[src/rtl/top_cipher_iter_if.sv]
// rtl/top_cipher_iter_if.sv - request/response handshake bundle for the iterative cipher core
interface top_cipher_iter_if #(
   parameter int DATAW = 32
);
   logic             in_valid_i;
   logic             in_ready_o;
   logic             mode_i;
   logic [DATAW-1:0] ptext_i;
   logic [DATAW-1:0] key_i;
   logic             out_valid_o;
   logic             out_ready_i;
   logic [DATAW-1:0] cipher_o;
   logic             busy_o;

   modport master (
      output in_valid_i, mode_i, ptext_i, key_i, out_ready_i,
      input  in_ready_o, out_valid_o, cipher_o, busy_o
   );

   modport slave (
      input  in_valid_i, mode_i, ptext_i, key_i, out_ready_i,
      output in_ready_o, out_valid_o, cipher_o, busy_o
   );
endinterface

[src/rtl/top_cipher_iter.sv]
// rtl/top_cipher_iter.sv - iterative Feistel block cipher, one round per clock
module top_cipher_iter #(
   parameter int DATAW  = 32,
   parameter int ROUNDS = 16
) (
   input logic             clk_i,
   input logic             rst_i,
   top_cipher_iter_if.slave bus
);
   localparam int H = DATAW / 2;
   localparam logic [7:0] LAST = 8'(ROUNDS - 1);

   typedef enum logic [1:0] {IDLE, RUN, DONE} state_t;

   state_t           state_q, state_d;
   logic [H-1:0]     l_q, r_q, key_q;
   logic             mode_q;
   logic [7:0]       cnt_q;
   logic [DATAW-1:0] cipher_q;

   logic             accept;
   logic             last_round;
   logic [H-1:0]     rk, f_in, f_out, l_next, r_next;
   logic             unused_key;

   // Rotation by a variable amount below H: take the upper half of a doubled word.
   function automatic logic [H-1:0] rotl(input logic [H-1:0] x, input int unsigned amt);
      logic [2*H-1:0] wide;
      wide = {x, x} << amt;
      return wide[2*H-1:H];
   endfunction

   assign unused_key = ^bus.key_i[DATAW-1:H];

   assign accept     = (state_q == IDLE) && bus.in_valid_i;
   assign last_round = mode_q ? (cnt_q == 8'd0) : (cnt_q == LAST);

   assign rk    = rotl(key_q, 32'(cnt_q) % H) ^ H'(cnt_q);
   assign f_in  = mode_q ? l_q : r_q;
   assign f_out = (rotl(f_in, 3) + rk) ^ (f_in >> 1);

   // Decrypt walks the same network backwards, so the F input is the left half.
   always_comb begin
      l_next = r_q;
      r_next = l_q ^ f_out;
      if (mode_q) begin
         l_next = r_q ^ f_out;
         r_next = l_q;
      end
   end

   always_ff @(posedge clk_i or posedge rst_i) begin
      if (rst_i) state_q <= IDLE;
      else       state_q <= state_d;
   end

   always_comb begin
      state_d         = state_q;
      bus.in_ready_o  = 1'b0;
      bus.out_valid_o = 1'b0;
      bus.busy_o      = 1'b1;
      case (state_q)
         IDLE: begin
            bus.in_ready_o = 1'b1;
            bus.busy_o     = 1'b0;
            if (bus.in_valid_i) state_d = RUN;
         end
         RUN: begin
            if (last_round) state_d = DONE;
         end
         DONE: begin
            bus.out_valid_o = 1'b1;
            if (bus.out_ready_i) state_d = IDLE;
         end
         default: state_d = IDLE;
      endcase
   end

   // The counter is held at its terminal value rather than stepped past it.
   always_ff @(posedge clk_i or posedge rst_i) begin
      if (rst_i) begin
         l_q      <= '0;
         r_q      <= '0;
         key_q    <= '0;
         mode_q   <= 1'b0;
         cnt_q    <= 8'd0;
         cipher_q <= '0;
      end else if (accept) begin
         l_q    <= bus.ptext_i[DATAW-1:H];
         r_q    <= bus.ptext_i[H-1:0];
         key_q  <= bus.key_i[H-1:0];
         mode_q <= bus.mode_i;
         cnt_q  <= bus.mode_i ? LAST : 8'd0;
      end else if (state_q == RUN) begin
         l_q <= l_next;
         r_q <= r_next;
         if (last_round)  cipher_q <= {l_next, r_next};
         else if (mode_q) cnt_q    <= cnt_q - 8'd1;
         else             cnt_q    <= cnt_q + 8'd1;
      end
   end

   assign bus.cipher_o = cipher_q;
endmodule

[src/flat_wrapper.sv]
// flat-port wrapper written by rule: the top's interface ports become plain ports
module top_cipher_iter_flat 
#(
   parameter int DATAW  = 32,
   parameter int ROUNDS = 16
)
  (clk_i, rst_i, bus_in_valid_i, bus_mode_i, bus_ptext_i, bus_key_i, bus_out_ready_i, bus_in_ready_o, bus_out_valid_o, bus_cipher_o, bus_busy_o);
  top_cipher_iter_if #(.DATAW(DATAW)) bus_i ();
  input logic clk_i;
  input logic rst_i;
  input wire logic [$bits(bus_i.in_valid_i)-1:0] bus_in_valid_i;
  input wire logic [$bits(bus_i.mode_i)-1:0] bus_mode_i;
  input wire logic [$bits(bus_i.ptext_i)-1:0] bus_ptext_i;
  input wire logic [$bits(bus_i.key_i)-1:0] bus_key_i;
  input wire logic [$bits(bus_i.out_ready_i)-1:0] bus_out_ready_i;
  output wire logic [$bits(bus_i.in_ready_o)-1:0] bus_in_ready_o;
  output wire logic [$bits(bus_i.out_valid_o)-1:0] bus_out_valid_o;
  output wire logic [$bits(bus_i.cipher_o)-1:0] bus_cipher_o;
  output wire logic [$bits(bus_i.busy_o)-1:0] bus_busy_o;
  assign bus_i.in_valid_i = bus_in_valid_i;
  assign bus_i.mode_i = bus_mode_i;
  assign bus_i.ptext_i = bus_ptext_i;
  assign bus_i.key_i = bus_key_i;
  assign bus_i.out_ready_i = bus_out_ready_i;
  assign bus_in_ready_o = bus_i.in_ready_o;
  assign bus_out_valid_o = bus_i.out_valid_o;
  assign bus_cipher_o = bus_i.cipher_o;
  assign bus_busy_o = bus_i.busy_o;
  top_cipher_iter #(.DATAW(DATAW), .ROUNDS(ROUNDS)) u_core (.clk_i(clk_i), .rst_i(rst_i), .bus(bus_i));
endmodule
[config.mk]
export PLATFORM = sky130hd
export DESIGN_NAME = top_cipher_iter_flat
export DESIGN_NICKNAME = d
export VERILOG_FILES = /design/src/rtl/top_cipher_iter_if.sv /design/src/rtl/top_cipher_iter.sv /design/src/flat_wrapper.sv
export SDC_FILE = /design/constraint.sdc
export NUM_CORES = 1
export LEC_CHECK = 0
export ABC_AREA = 1
export CAP_MARGIN = 20
export CORE_MARGIN = 2
export CORE_UTILIZATION = 50
export CTS_CLUSTER_DIAMETER = 100
export DETAILED_ROUTE_END_ITERATION = 6
export GPL_ROUTABILITY_DRIVEN = 0
export PLACE_DENSITY = 0.78
export SLEW_MARGIN = 40
export SYNTH_ARGS = -nofsm -noshare
export SYNTH_HDL_FRONTEND = slang
export SYNTH_SLANG_ARGS = --single-unit
export TNS_END_PERCENT = 10
[constraint.sdc]
create_clock -name clk_i -period 4.28 [get_ports clk_i]
set_clock_uncertainty 0.2 [all_clocks]
set_input_delay 1.07 -clock clk_i [delete_from_list [all_inputs] [get_ports clk_i]]
set_output_delay 1.07 -clock clk_i [all_outputs]
set_load 0.05 [all_outputs]
==> results.txt <==
The run finished with clean final reports. The distinct cell type count after synthesis came out at 41. The count of endpoints failing hold in the final timing report came to 0. The via count of the first global-routing pass is 5809.

The number of H-tree branching levels came out at 3. The fraction of met2 tracks used by global routing is between 30% and 40%. The critical path required time came out at 4.32 ns. The number of endpoints failing setup at the final stage came out at 0.

TritonCTS built the clock tree. The clock passes through at most 2 buffers. The die span in x is about 120 um. The data arrival time of the worst path is around 4 ns.

The number of nets in the layout is 1101. After technology mapping, the gate count stands at around 940. Of the cells placed in the final design, the portion with a size suffix greater than 1 is 5.04%.

The number of standard-cell rows in the floorplan came out at 41. The routed design has between 15000 and 20000 um of wire. The number of synthesis warnings is 0.

The minimum clock period after layout came out at about 4.0 ns. The final clock period utilization by the worst path is 92.8%. The total count of max-transition violations in the final report is 0.

Buffers inserted during clock tree synthesis total 9. The busiest layer in global routing is met2. At the placement stage, the worst setup path has a slack of a little under 0.2 ns. Before antenna repair, the detailed router went through 5 iterations. The combined global-route utilization of all metal layers is 24.1%.

The total congestion overflow after global routing came out at 0. The met1 layer usage reported by global route is 33.6%. The final route contains 6152 vias. The die is 118 um tall. Entering global routing, the biggest net connects 58 pins. The startpoint-to-endpoint class of the critical path is flop to flop. In this run the count of I/O pins placed on the die edge is 104. By instance count, the cell type seen most on the critical path is sky130_fd_sc_hd__nand2_1. Across the run, the number of max-cap violations was 0.

Counting flops and latches in the post-synthesis netlist gives slightly above 90. The antenna diode instance count came out at 0. The effective utilization at floorplan is 51.3%.

The post-CTS setup-driven buffer insertion count is 0. The critical path endpoint category is a flop. The count of antenna-violating nets left after detailed routing came out at 0.

The sequential area share after synthesis is a little over a third. The per-instance average area after synthesis is just under 7 sq um. Setup slack on the critical path of the routed design comes to between 0.3 and 0.4 ns. The highest net fanout along the worst path came out at 12. The die area came out at 13900 sq um. The largest individual stage delay along the critical path comes from the cell sky130_fd_sc_hd__dfrtp_2. The max-slew headroom at the worst pin is 50.3%. The global-route wire length before repair came out at 27500 um.

The initial antenna violation count came out at 0. In the routed layout, each cell is associated on average with a via count of roughly 5.2. The slew of the pin with the lowest slew margin is 0.744 ns. Traced cell by cell, the critical path runs through buf_4, nand2_1, o21ai_0, mux2i_1, mux2i_1, o21ai_0, xor2_1, ha_1, inv_1, fa_1, o21ai_2, nand2_1, nand2_1, a21oi_1, xor2_1, nand2_1, nand2_1, nand2_1, nand2_1, nand2_1. The insertion delay to the later sink of the worst-skew pair is around 0.35 ns. The accumulated negative setup slack is 0 ns. The maximum clock frequency is 252 MHz. Dividing the detail-routed wire length by the instance count gives 13.6 um.

Hold timing on the final database bottoms out at a slack of 0.278 ns. The min-delay analysis places its worst path in the category flop to flop. The post-synthesis to final-layout area growth came out at 19.5%. The clock transition at the register clock pins on the worst setup and hold paths after CTS came out at about 0.060 ns.

STA classifies the critical path startpoint as a flop. The delay contributed by the slowest stage of the critical path is about 0.47 ns. The net count of the mapped netlist is 1027. The clock root buffer is sky130_fd_sc_hd__clkbuf_16. Setup repair after global routing left no endpoint under its margin. Detailed placement ended at an HPWL of approximately 12000 um.

The synthesized cell area is approximately 6500 sq um. The number of DRC markers in iteration 0 is approximately 470. The met3 capacity usage during global routing is 3.44%.

The layout filler cell count is 1213. The core region is 12600 sq um. Hold repair after CTS inserted 0 buffers. The count of buffers added on input and output ports is between 80 and 90. The remaining design rule violation count came out at 0. The clock net in this run drives a total of 91 sinks.
==> cells in the mapped netlist, drive strengths merged <==
| cell type | instances | area [sq um] |
|---|---|---|
| nand3 | 78 | 395 |
| dfrtp | 91 | 2280 |
| o21a | 1 | 7.51 |
| ha | 21 | 263 |
| nand2 | 363 | 1370 |
| nand3b | 1 | 7.51 |
| o21ai | 83 | 438 |
| o22ai | 5 | 31.3 |
| o21bai | 7 | 52.6 |
| a31oi | 3 | 18.8 |
| inv | 113 | 424 |
| fa | 2 | 40.0 |
| xnor2 | 9 | 78.8 |
| buf | 23 | 163 |
| nor4 | 1 | 6.26 |
| clkbuf | 15 | 56.3 |
| o32ai | 1 | 8.76 |
| clkinv | 1 | 3.75 |
| mux2i | 8 | 80.1 |
| nand4 | 4 | 25.0 |
| o31ai | 1 | 7.51 |
| nor2 | 19 | 83.8 |
| o211ai | 6 | 45.0 |
| xor2 | 43 | 377 |
| nor3 | 4 | 20.0 |
| or2 | 5 | 31.3 |
| a21oi | 17 | 85.1 |
| a21o | 1 | 7.51 |
| o311ai | 1 | 8.76 |
| o221ai | 8 | 70.1 |
==> worst paths after layout <==
check,depth (start not counted),start,to,slack (ns)
max in group asynchronous,3,rst_i,u_core.bus.cipher_o[17],2.30
max reg2reg,20,u_core.cnt_q[0],u_core.bus.cipher_o[26],0.31
min reg2reg,2,u_core.bus.cipher_o[27],u_core.bus.cipher_o[27],0.28
min,2,u_core.bus.cipher_o[27],u_core.bus.cipher_o[27],0.28
min in group asynchronous,2,rst_i,u_core.bus.cipher_o[12],0.92
max,20,u_core.cnt_q[0],u_core.bus.cipher_o[26],0.31
==> sequential cells by signal, indices dropped and copies added (netlist names) <==
name and count:
u_core.mode_q 1, u_core.cnt_q 8, u_core.key_q 16, u_core.bus.cipher_o 32, u_core.state_q 2, u_core.r_q 16
u_core.l_q 16
==> cell usage in the layout (no fill, tap or decap), types with 16 or more instances in the layout <==
master / synthesis / layout
sky130_fd_sc_hd__nand2_1: 362 / 362
sky130_fd_sc_hd__inv_1: 107 / 106
sky130_fd_sc_hd__dfrtp_1: 91 / 89
sky130_fd_sc_hd__clkdlybuf4s50_1: 0 / 87
sky130_fd_sc_hd__nand3_1: 77 / 77
sky130_fd_sc_hd__o21ai_0: 64 / 63
sky130_fd_sc_hd__xor2_1: 43 / 43
sky130_fd_sc_hd__ha_1: 21 / 21
sky130_fd_sc_hd__a21oi_1: 17 / 17
sky130_fd_sc_hd__nor2_1: 16 / 16
==> worst max-delay path, delay by kind of cell, from the launching register on <==
kind                     cells  cell delay (ns)
AO/OA/AOI/OAI                4             0.77
multiplexers                 2             0.39
flip-flops                   1             0.47
XOR/XNOR                     2             0.49
buffers and inverters        2             0.26
adder cells (fa/ha/maj)      2             0.63
AND/OR/NAND/NOR              8             0.66
==> routing by layer <==
layer	vias up	routed length [um]
li1	3121	-
met3	26	933
met2	191	6970
met1	2814	7740
met5	-	0
met4	0	410
==> layout make-up <==
cell class	instances	area [sq um]	share of cell area, %
inverter	114	430	5.56
multi-input combinational	692	3560	46.0
clock buffer	12	256	3.31
clock inverter	2	12.5	0.162
tap	172	215	2.78
sequential	91	2280	29.5
timing repair buffer	101	988	12.8
==> per-stage QoR <==
stage          std cells  utilization (%)  instance area (sq um)
6_report            1184             61.3                   7740
5_1_grt             1184             61.3                   7740
4_1_cts             1184             61.3                   7730
3_5_place_dp        1170             59.2                   7460
3_3_place_gp        1170             59.2                   7460
2_1_floorplan        935                -                   6480
==> cell families (layout without fill, tap and decap cells) <==
family | count (synthesis) | count (layout) | share of synthesized area (%)
xor gates and xnor gates | 52 | 52 | 7.03
adders and majority gates | 23 | 23 | 4.67
AOI/OAI and AO/OA | 134 | 134 | 12.1
buffers and inverters | 152 | 229 | 9.99
muxes | 8 | 8 | 1.24
DFF | 91 | 91 | 35.2
and+or+nand+nor | 475 | 475 | 29.9
==> what timing repair did <==
item | in CTS | in global routing
setup endpoints to repair | 0 | 20
resized for setup | 0 | 3
endpoints found under the hold margin | 0 | 0
Power is left out: the tool's default activity adds up to more than one toggle a clock period on the data nets, which glitch-free logic cannot reach.
